## config.mk

```make
export PLATFORM = sky130hd
export DESIGN_NAME = mips_data_mem_arbiter
export DESIGN_NICKNAME = d
export VERILOG_FILES = /design/src/rtl/mips_arb_pkg.sv /design/src/rtl/mips_arb_rr_pick.sv /design/src/rtl/mips_data_mem_arbiter.sv
export SDC_FILE = /design/constraint.sdc
export NUM_CORES = 1
export LEC_CHECK = 0
export ABC_AREA = 1
export CAP_MARGIN = 20
export CORE_AREA = 3 3 116 118
export CTS_BUF_LIST = sky130_fd_sc_hd__clkbuf_4 sky130_fd_sc_hd__clkbuf_8 sky130_fd_sc_hd__clkbuf_16
export DETAILED_ROUTE_END_ITERATION = 6
export DIE_AREA = 0 0 119 121
export GPL_TIMING_DRIVEN = 0
export SYNTH_ARGS = -nofsm -noshare
export SYNTH_HDL_FRONTEND = slang
export SYNTH_SLANG_ARGS = --single-unit
```

## constraint.sdc

```tcl
create_clock -name clk -period 2.73 [get_ports clk]
set_input_delay 0.546 -clock clk [delete_from_list [all_inputs] [get_ports clk]]
set_output_delay 0.546 -clock clk [all_outputs]
set_load 0.005 [all_outputs]
```

## src/rtl/mips_arb_pkg.sv

```systemverilog
// Shared types for the MIPS data-memory arbiter.
//
// Contents:
//   arb_state_e   arbitration FSM states (IDLE, OWN_M0, OWN_M1)
//   master_e      master index (M0 = CPU data port, M1 = aux loader/debug port)
//   burst_width   width of a burst counter able to hold 0..max_burst
//   BURST_W       counter width for the default MAX_BURST of 4
package mips_arb_pkg;

    typedef enum logic [1:0] {
        IDLE   = 2'd0,
        OWN_M0 = 2'd1,
        OWN_M1 = 2'd2
    } arb_state_e;

    typedef enum logic {
        M0 = 1'b0,
        M1 = 1'b1
    } master_e;

    localparam int unsigned MAX_BURST_DEFAULT = 4;

    function automatic int unsigned burst_width(input int unsigned max_burst);
        return $clog2(max_burst + 1);
    endfunction

    localparam int unsigned BURST_W = $clog2(MAX_BURST_DEFAULT + 1);

endpackage

```

## src/rtl/mips_arb_rr_pick.sv

```systemverilog
// Combinational grant selection for the two-master data-memory arbiter.
//
// Ports:
//   req        in  [1:0]     request per master (bit 0 = M0, bit 1 = M1)
//   state      in  arb_state_e  current owner state
//   last       in  master_e  most recent owner that gave up the bus
//   burst_cnt  in  [CNT_W-1:0]  consecutive grants to the current owner
//   grant      out [1:0]     one-hot grant, or zero when nobody requests
module mips_arb_rr_pick
    import mips_arb_pkg::*;
#(
    parameter int unsigned MAX_BURST = 4,
    parameter int unsigned CNT_W     = 3
) (
    input  logic [1:0]       req,
    input  arb_state_e       state,
    input  master_e          last,
    input  logic [CNT_W-1:0] burst_cnt,
    output logic [1:0]       grant
);

    logic cap_hit;

    assign cap_hit = (burst_cnt >= CNT_W'(MAX_BURST));

    always_comb begin
        grant = 2'b00;
        unique case (state)
            IDLE: begin
                // Tie goes to whoever did not own the bus most recently.
                if (req == 2'b11) begin
                    grant = (last == M1) ? 2'b01 : 2'b10;
                end else begin
                    grant = req;
                end
            end
            OWN_M0: begin
                if (req[0] && (!req[1] || !cap_hit)) begin
                    grant = 2'b01;
                end else if (req[1]) begin
                    grant = 2'b10;
                end
            end
            OWN_M1: begin
                if (req[1] && (!req[0] || !cap_hit)) begin
                    grant = 2'b10;
                end else if (req[0]) begin
                    grant = 2'b01;
                end
            end
            default: grant = 2'b00;
        endcase
    end

endmodule

```

## src/rtl/mips_data_mem_arbiter.sv

```systemverilog
// Two-master arbiter sharing one data memory between the CPU data port (M0)
// and an auxiliary loader/debug port (M1). Sticky round-robin with a burst
// cap; the granted master's address/data/strobes are muxed onto the memory
// and read data is returned one cycle after the grant with a valid pulse.
//
// Ports:
//   clk, reset (async, active low), clk_enable (low freezes arbitration)
//   m{0,1}_read/write/address/writedata   master requests
//   m{0,1}_waitrequest                    request present but not issued
//   m{0,1}_readdata/rvalid                read return to the owning master
//   mem_address/writedata/write/read      memory side, driven by the grantee
//   mem_readdata                          memory data, cycle after mem_read
//
// Optional build macro DMEM_ARB_STATS_EN adds m0_grant_cnt, m1_grant_cnt and
// contend_cnt (32-bit wrapping counters). Arbitration is identical without it.
module mips_data_mem_arbiter
    import mips_arb_pkg::*;
#(
    parameter int unsigned ADDR_W    = 32,
    parameter int unsigned DATA_W    = 32,
    parameter int unsigned MAX_BURST = 4
) (
    input  logic              clk,
    input  logic              reset,
    input  logic              clk_enable,

    input  logic              m0_read,
    input  logic              m0_write,
    input  logic [ADDR_W-1:0] m0_address,
    input  logic [DATA_W-1:0] m0_writedata,
    output logic              m0_waitrequest,
    output logic [DATA_W-1:0] m0_readdata,
    output logic              m0_rvalid,

    input  logic              m1_read,
    input  logic              m1_write,
    input  logic [ADDR_W-1:0] m1_address,
    input  logic [DATA_W-1:0] m1_writedata,
    output logic              m1_waitrequest,
    output logic [DATA_W-1:0] m1_readdata,
    output logic              m1_rvalid,

    output logic [ADDR_W-1:0] mem_address,
    output logic [DATA_W-1:0] mem_writedata,
    output logic              mem_write,
    output logic              mem_read,
    input  logic [DATA_W-1:0] mem_readdata
`ifdef DMEM_ARB_STATS_EN
    ,
    output logic [31:0]       m0_grant_cnt,
    output logic [31:0]       m1_grant_cnt,
    output logic [31:0]       contend_cnt
`endif
);

    localparam int unsigned CNT_W = burst_width(MAX_BURST);

    arb_state_e       state_q, state_d;
    master_e          last_q, last_d;
    logic [CNT_W-1:0] burst_q, burst_d;
    logic             rd_pend_q, rd_pend_d;
    master_e          rd_owner_q, rd_owner_d;

    logic [1:0] req;
    logic [1:0] grant;
    logic [1:0] issue;

    assign req   = {m1_read | m1_write, m0_read | m0_write};
    assign issue = grant & {2{clk_enable}};

    mips_arb_rr_pick #(
        .MAX_BURST (MAX_BURST),
        .CNT_W     (CNT_W)
    ) u_pick (
        .req       (req),
        .state     (state_q),
        .last      (last_q),
        .burst_cnt (burst_q),
        .grant     (grant)
    );

    // ---------------------------------------------------------------------
    // FSM state register (frozen while clk_enable is low)
    // ---------------------------------------------------------------------
    always_ff @(posedge clk or negedge reset) begin
        if (!reset) begin
            state_q <= IDLE;
            last_q  <= M1;      // so M0 wins the first tie
            burst_q <= '0;
        end else if (clk_enable) begin
            state_q <= state_d;
            last_q  <= last_d;
            burst_q <= burst_d;
        end
    end

    // ---------------------------------------------------------------------
    // Next-state logic
    // ---------------------------------------------------------------------
    always_comb begin
        state_d = state_q;
        last_d  = last_q;
        burst_d = burst_q;
        if (grant[0]) begin
            if (state_q == OWN_M0) begin
                if (burst_q < CNT_W'(MAX_BURST)) begin
                    burst_d = burst_q + CNT_W'(1);
                end
            end else begin
                if (state_q == OWN_M1) begin
                    last_d = M1;
                end
                state_d = OWN_M0;
                burst_d = CNT_W'(1);
            end
        end else if (grant[1]) begin
            if (state_q == OWN_M1) begin
                if (burst_q < CNT_W'(MAX_BURST)) begin
                    burst_d = burst_q + CNT_W'(1);
                end
            end else begin
                if (state_q == OWN_M0) begin
                    last_d = M0;
                end
                state_d = OWN_M1;
                burst_d = CNT_W'(1);
            end
        end else begin
            if (state_q == OWN_M0) begin
                last_d = M0;
            end else if (state_q == OWN_M1) begin
                last_d = M1;
            end
            state_d = IDLE;
            burst_d = '0;
        end
    end

    // ---------------------------------------------------------------------
    // Outputs: memory mux and wait requests
    // ---------------------------------------------------------------------
    always_comb begin
        mem_address   = '0;
        mem_writedata = '0;
        mem_write     = 1'b0;
        mem_read      = 1'b0;
        if (issue[0]) begin
            mem_address   = m0_address;
            mem_writedata = m0_writedata;
            mem_write     = m0_write;
            mem_read      = m0_read & ~m0_write;  // write wins on a read+write
        end else if (issue[1]) begin
            mem_address   = m1_address;
            mem_writedata = m1_writedata;
            mem_write     = m1_write;
            mem_read      = m1_read & ~m1_write;
        end
    end

    assign m0_waitrequest = req[0] & ~issue[0];
    assign m1_waitrequest = req[1] & ~issue[1];

    // ---------------------------------------------------------------------
    // Read-return pipeline. Not gated by clk_enable so a read issued just
    // before the enable drops still gets its rvalid pulse.
    // ---------------------------------------------------------------------
    assign rd_pend_d  = mem_read;
    assign rd_owner_d = issue[1] ? M1 : M0;

    always_ff @(posedge clk or negedge reset) begin
        if (!reset) begin
            rd_pend_q  <= 1'b0;
            rd_owner_q <= M0;
        end else begin
            rd_pend_q  <= rd_pend_d;
            rd_owner_q <= rd_owner_d;
        end
    end

    assign m0_rvalid   = rd_pend_q & (rd_owner_q == M0);
    assign m1_rvalid   = rd_pend_q & (rd_owner_q == M1);
    assign m0_readdata = m0_rvalid ? mem_readdata : '0;
    assign m1_readdata = m1_rvalid ? mem_readdata : '0;

`ifdef DMEM_ARB_STATS_EN
    // ---------------------------------------------------------------------
    // Statistics counters (wrap at 2^32)
    // ---------------------------------------------------------------------
    logic [31:0] m0_cnt_q, m1_cnt_q, contend_q;

    always_ff @(posedge clk or negedge reset) begin
        if (!reset) begin
            m0_cnt_q  <= '0;
            m1_cnt_q  <= '0;
            contend_q <= '0;
        end else begin
            if (issue[0]) begin
                m0_cnt_q <= m0_cnt_q + 32'd1;
            end
            if (issue[1]) begin
                m1_cnt_q <= m1_cnt_q + 32'd1;
            end
            if (clk_enable && (req == 2'b11)) begin
                contend_q <= contend_q + 32'd1;
            end
        end
    end

    assign m0_grant_cnt = m0_cnt_q;
    assign m1_grant_cnt = m1_cnt_q;
    assign contend_cnt  = contend_q;
`endif

`ifndef SYNTHESIS
    // A simultaneous read and write from one master drops the read.
    always @(posedge clk) begin
        if (reset && issue[0] && m0_read && m0_write) begin
            $error("mips_data_mem_arbiter: M0 read and write in the same cycle, read dropped");
        end
        if (reset && issue[1] && m1_read && m1_write) begin
            $error("mips_data_mem_arbiter: M1 read and write in the same cycle, read dropped");
        end
    end
`endif

endmodule

```

==> out/metrics.cfg <==
[grt]
grt_pass1_wl_um=18600
grt_overflow=0
grt_pass1_vias=3455
antenna_found_initial=0
gr-usage-all-layers_pct=16.0
grt_max_degree=11

[worst_setup_path]
r2r-start=state_q[0]
worstPathArrival_ps=2100
path_cells=clkdlybuf4s15_1, o21ai_2, nand2_2, nand2_2, nand2_2, nand2_2, inv_2, nand2_4, inv_4, buf_12, buf_8, nand2_1, nand2_1, dlygate4sd2_1
endpoint_kind=primary output
cpPeakStageDelay_ps=270
r2r_slack_ps=1040
cp.buffers_inverters=6
critPathTopFamily=buffers and inverters
required_ps=2180
start_kind=primary input
reg2reg_depth=10
crit_type=primary input to primary output
crit_top_cell=nand2_2
reg2reg_to=rd_pend_q
crit_fanout=10
critPathSlowestCell=dlygate4sd2_1

[layout]
n_fill_cell=1320
layout.nets=892
syn_to_final_growth_pct=175
num_antenna_cells=0
seq_area_um2=203
stdcell_count=895
drive_above_1_share_pct=17.0
multi_input_area_um2=1380

[timing]
post-route-period-util_pct=97.0
drv_slew=0
fin_tns_setup_ps=0
worstMarginPinSlew_ps=444
relSlewSlack_pct=70.4
skew_ps=1.45
hold_violations=0
fin_crit_ps=2650
timing.fmax_mhz=378
setup_viol=0

[placed_design]
gp_congestion=0.848
dp_hpwl_um=10500
numPortBuffers=300
dp.cells=871

[die]
core-area_um2=12600
start_util_pct=15.5
die_h_um=121
ios=301
die_w_um=119
die_area_um2=14400
rows=41

[routing]
drc=0
routed_wirelength_um=12800
vias=3507
drt_first_pass_iters=5
drt_iter0_drc=210
avgViaCountPerCell=3.92
wire_per_inst_um=14.3
ant_nets=0

[logic_synthesis]
synth_area_leaders=nand2_1 35%, nor2_1 14%, nand2_2 11%
synth_top_area_share_pct=35.1
synth_top_cells_by_count=182 x nand2_1, 75 x nor2_1, 46 x inv_1
syn_area_um2=1950
synth_edf_count=0
yosysMostFrequentCell=nand2_1
syn_nets=567
yosysWarnings=0
synth_ff_type=dfrtp_1
ys_seq_elements=8
synth_sequential_area_ratio_pct=10.4
yosys.area.top_type=nand2_1
syn_area_per_cell_um2=4.88
synth_cells=399
async_flop_share_pct=100
ys_types=26

[cts]
cts_tree=built
cts-root-buf=clkbuf_16
htreeDepth=1
clkTransAtPathRegs_ps=40
cts-hold-fix-buffers=0
insertion_delay_ps=240
cts_buffers=3
cts_sinks=8
ctsLongestPathBuffers=2

[pwr]
power_leakage_nw=2.80
p_sw_share_pct=42.3
switching_power_mw=1.22
intPower_mw=1.67
p_comb_share_pct=83.0
seqPwrFrac_pct=7.6
pwr_density_cell_nw_per_um2=540
vdd_drop_max_v=0.000448
clkPwrFrac_pct=9.3

[hold_path]
min_to=last_q
hold_depth=2
hp-class=flip-flop to flip-flop
hp-start=last_q

[status]
outcome=complete, no violations

[job]
max-cap-violations=0

==> worst max-delay path by stage <==
stage	start	end	slack, ps	cells after the start
5_1_grt	m1_read	mem_writedata[28]	-9	14
6_report	m1_read	mem_writedata[3]	80	14
3_3_place_gp	m0_write	mem_address[7]	-550	15
4_1_cts	m0_read	mem_address[7]	1	15
2_1_floorplan	m0_read	mem_address[0]	690	13
3_5_place_dp	m0_write	mem_address[7]	-580	15
==> metrics by stage <==
step	hold slack [ps]	power, mW	area, um^2	setup slack, ps	util [%]
after floorplan	250	1.21	1950	690	-
after global placement	488	2.54	5160	-550	41.1
after detailed placement	492	2.58	5160	-579	41.1
after CTS	508	2.93	5450	1.08	43.3
after global routing	549	3.14	5350	-9.46	42.6
final	512	2.89	5350	81.0	42.6
==> tightest hold or removal path, cell delays in order, from the launching register on <==
cell,delay [ps]
dfstp_2,380
nand2_1,70
nand2_1,50
==> cell usage in the layout (no fill, tap or decap), drive strengths merged, types with 2 or more instances in the layout <==
master         synthesis  final
nand3                  7      7
clkdlybuf4s50          0    229
o21ai                  8      8
inv                   52     52
buf                   14     45
clkdlybuf4s15          0      3
dfrtp                  7      7
a21oi                  2      2
o211ai                 2      2
nor2                  79     79
dlygate4sd2            0     39
nand2                216    216
clkbuf                 6     27
==> area by class of cell <==
cell class,count,area share [%]
timing repair buffer,320,56.6
multi-input combinational,319,25.8
buffer,20,4.47
tap,172,4.02
sequential,8,3.79
inverter,52,3.79
clock buffer,4,1.54
==> sequential cells by signal, indices dropped and copies added (netlist names) <==
signal and flops:
last_q 1, rd_owner_q 1, rd_pend_q 1, state_q 2, burst_q 3
==> metal layers <==
layer	part of all wire (%)	track usage, %	vias to the layer above
met5	0	0	-
met4	0.96	2.24	0
met3	6.7	3.54	12
met2	53	30.8	145
met1	39	18.4	1547
li1	-	-	1803
==> cell families (layout without fill, tap and decap cells) <==
kind of cell | after synthesis | after routing | share of synthesized area, %
xor gates and xnor gates | 1 | 1 | 0.450
buffers and inverters | 72 | 396 | 19.7
adders and majority gates | 1 | 1 | 0.643
and+or+nand+nor | 303 | 303 | 64.7
AOI/OAI and AO/OA | 14 | 14 | 4.12
DFF | 8 | 8 | 10.4
==> timing repair <==
action	in CTS	in global routing
setup endpoints to repair	68	55
pin swaps	3	7
cloned	2	0
gates resized for setup	131	48
buffers inserted	17	1
==> power groups by stage <==
stage	Combinational, mW	Sequential, mW	Clock, mW
2_1_floorplan	1.01	0.202	0
3_3_place_gp	2.33	0.210	0
3_5_place_dp	2.36	0.212	0
4_1_cts	2.45	0.215	0.272
5_1_grt	2.63	0.230	0.283
6_report	2.40	0.221	0.270
No activity file was read; power rests on OpenSTA's default activity.
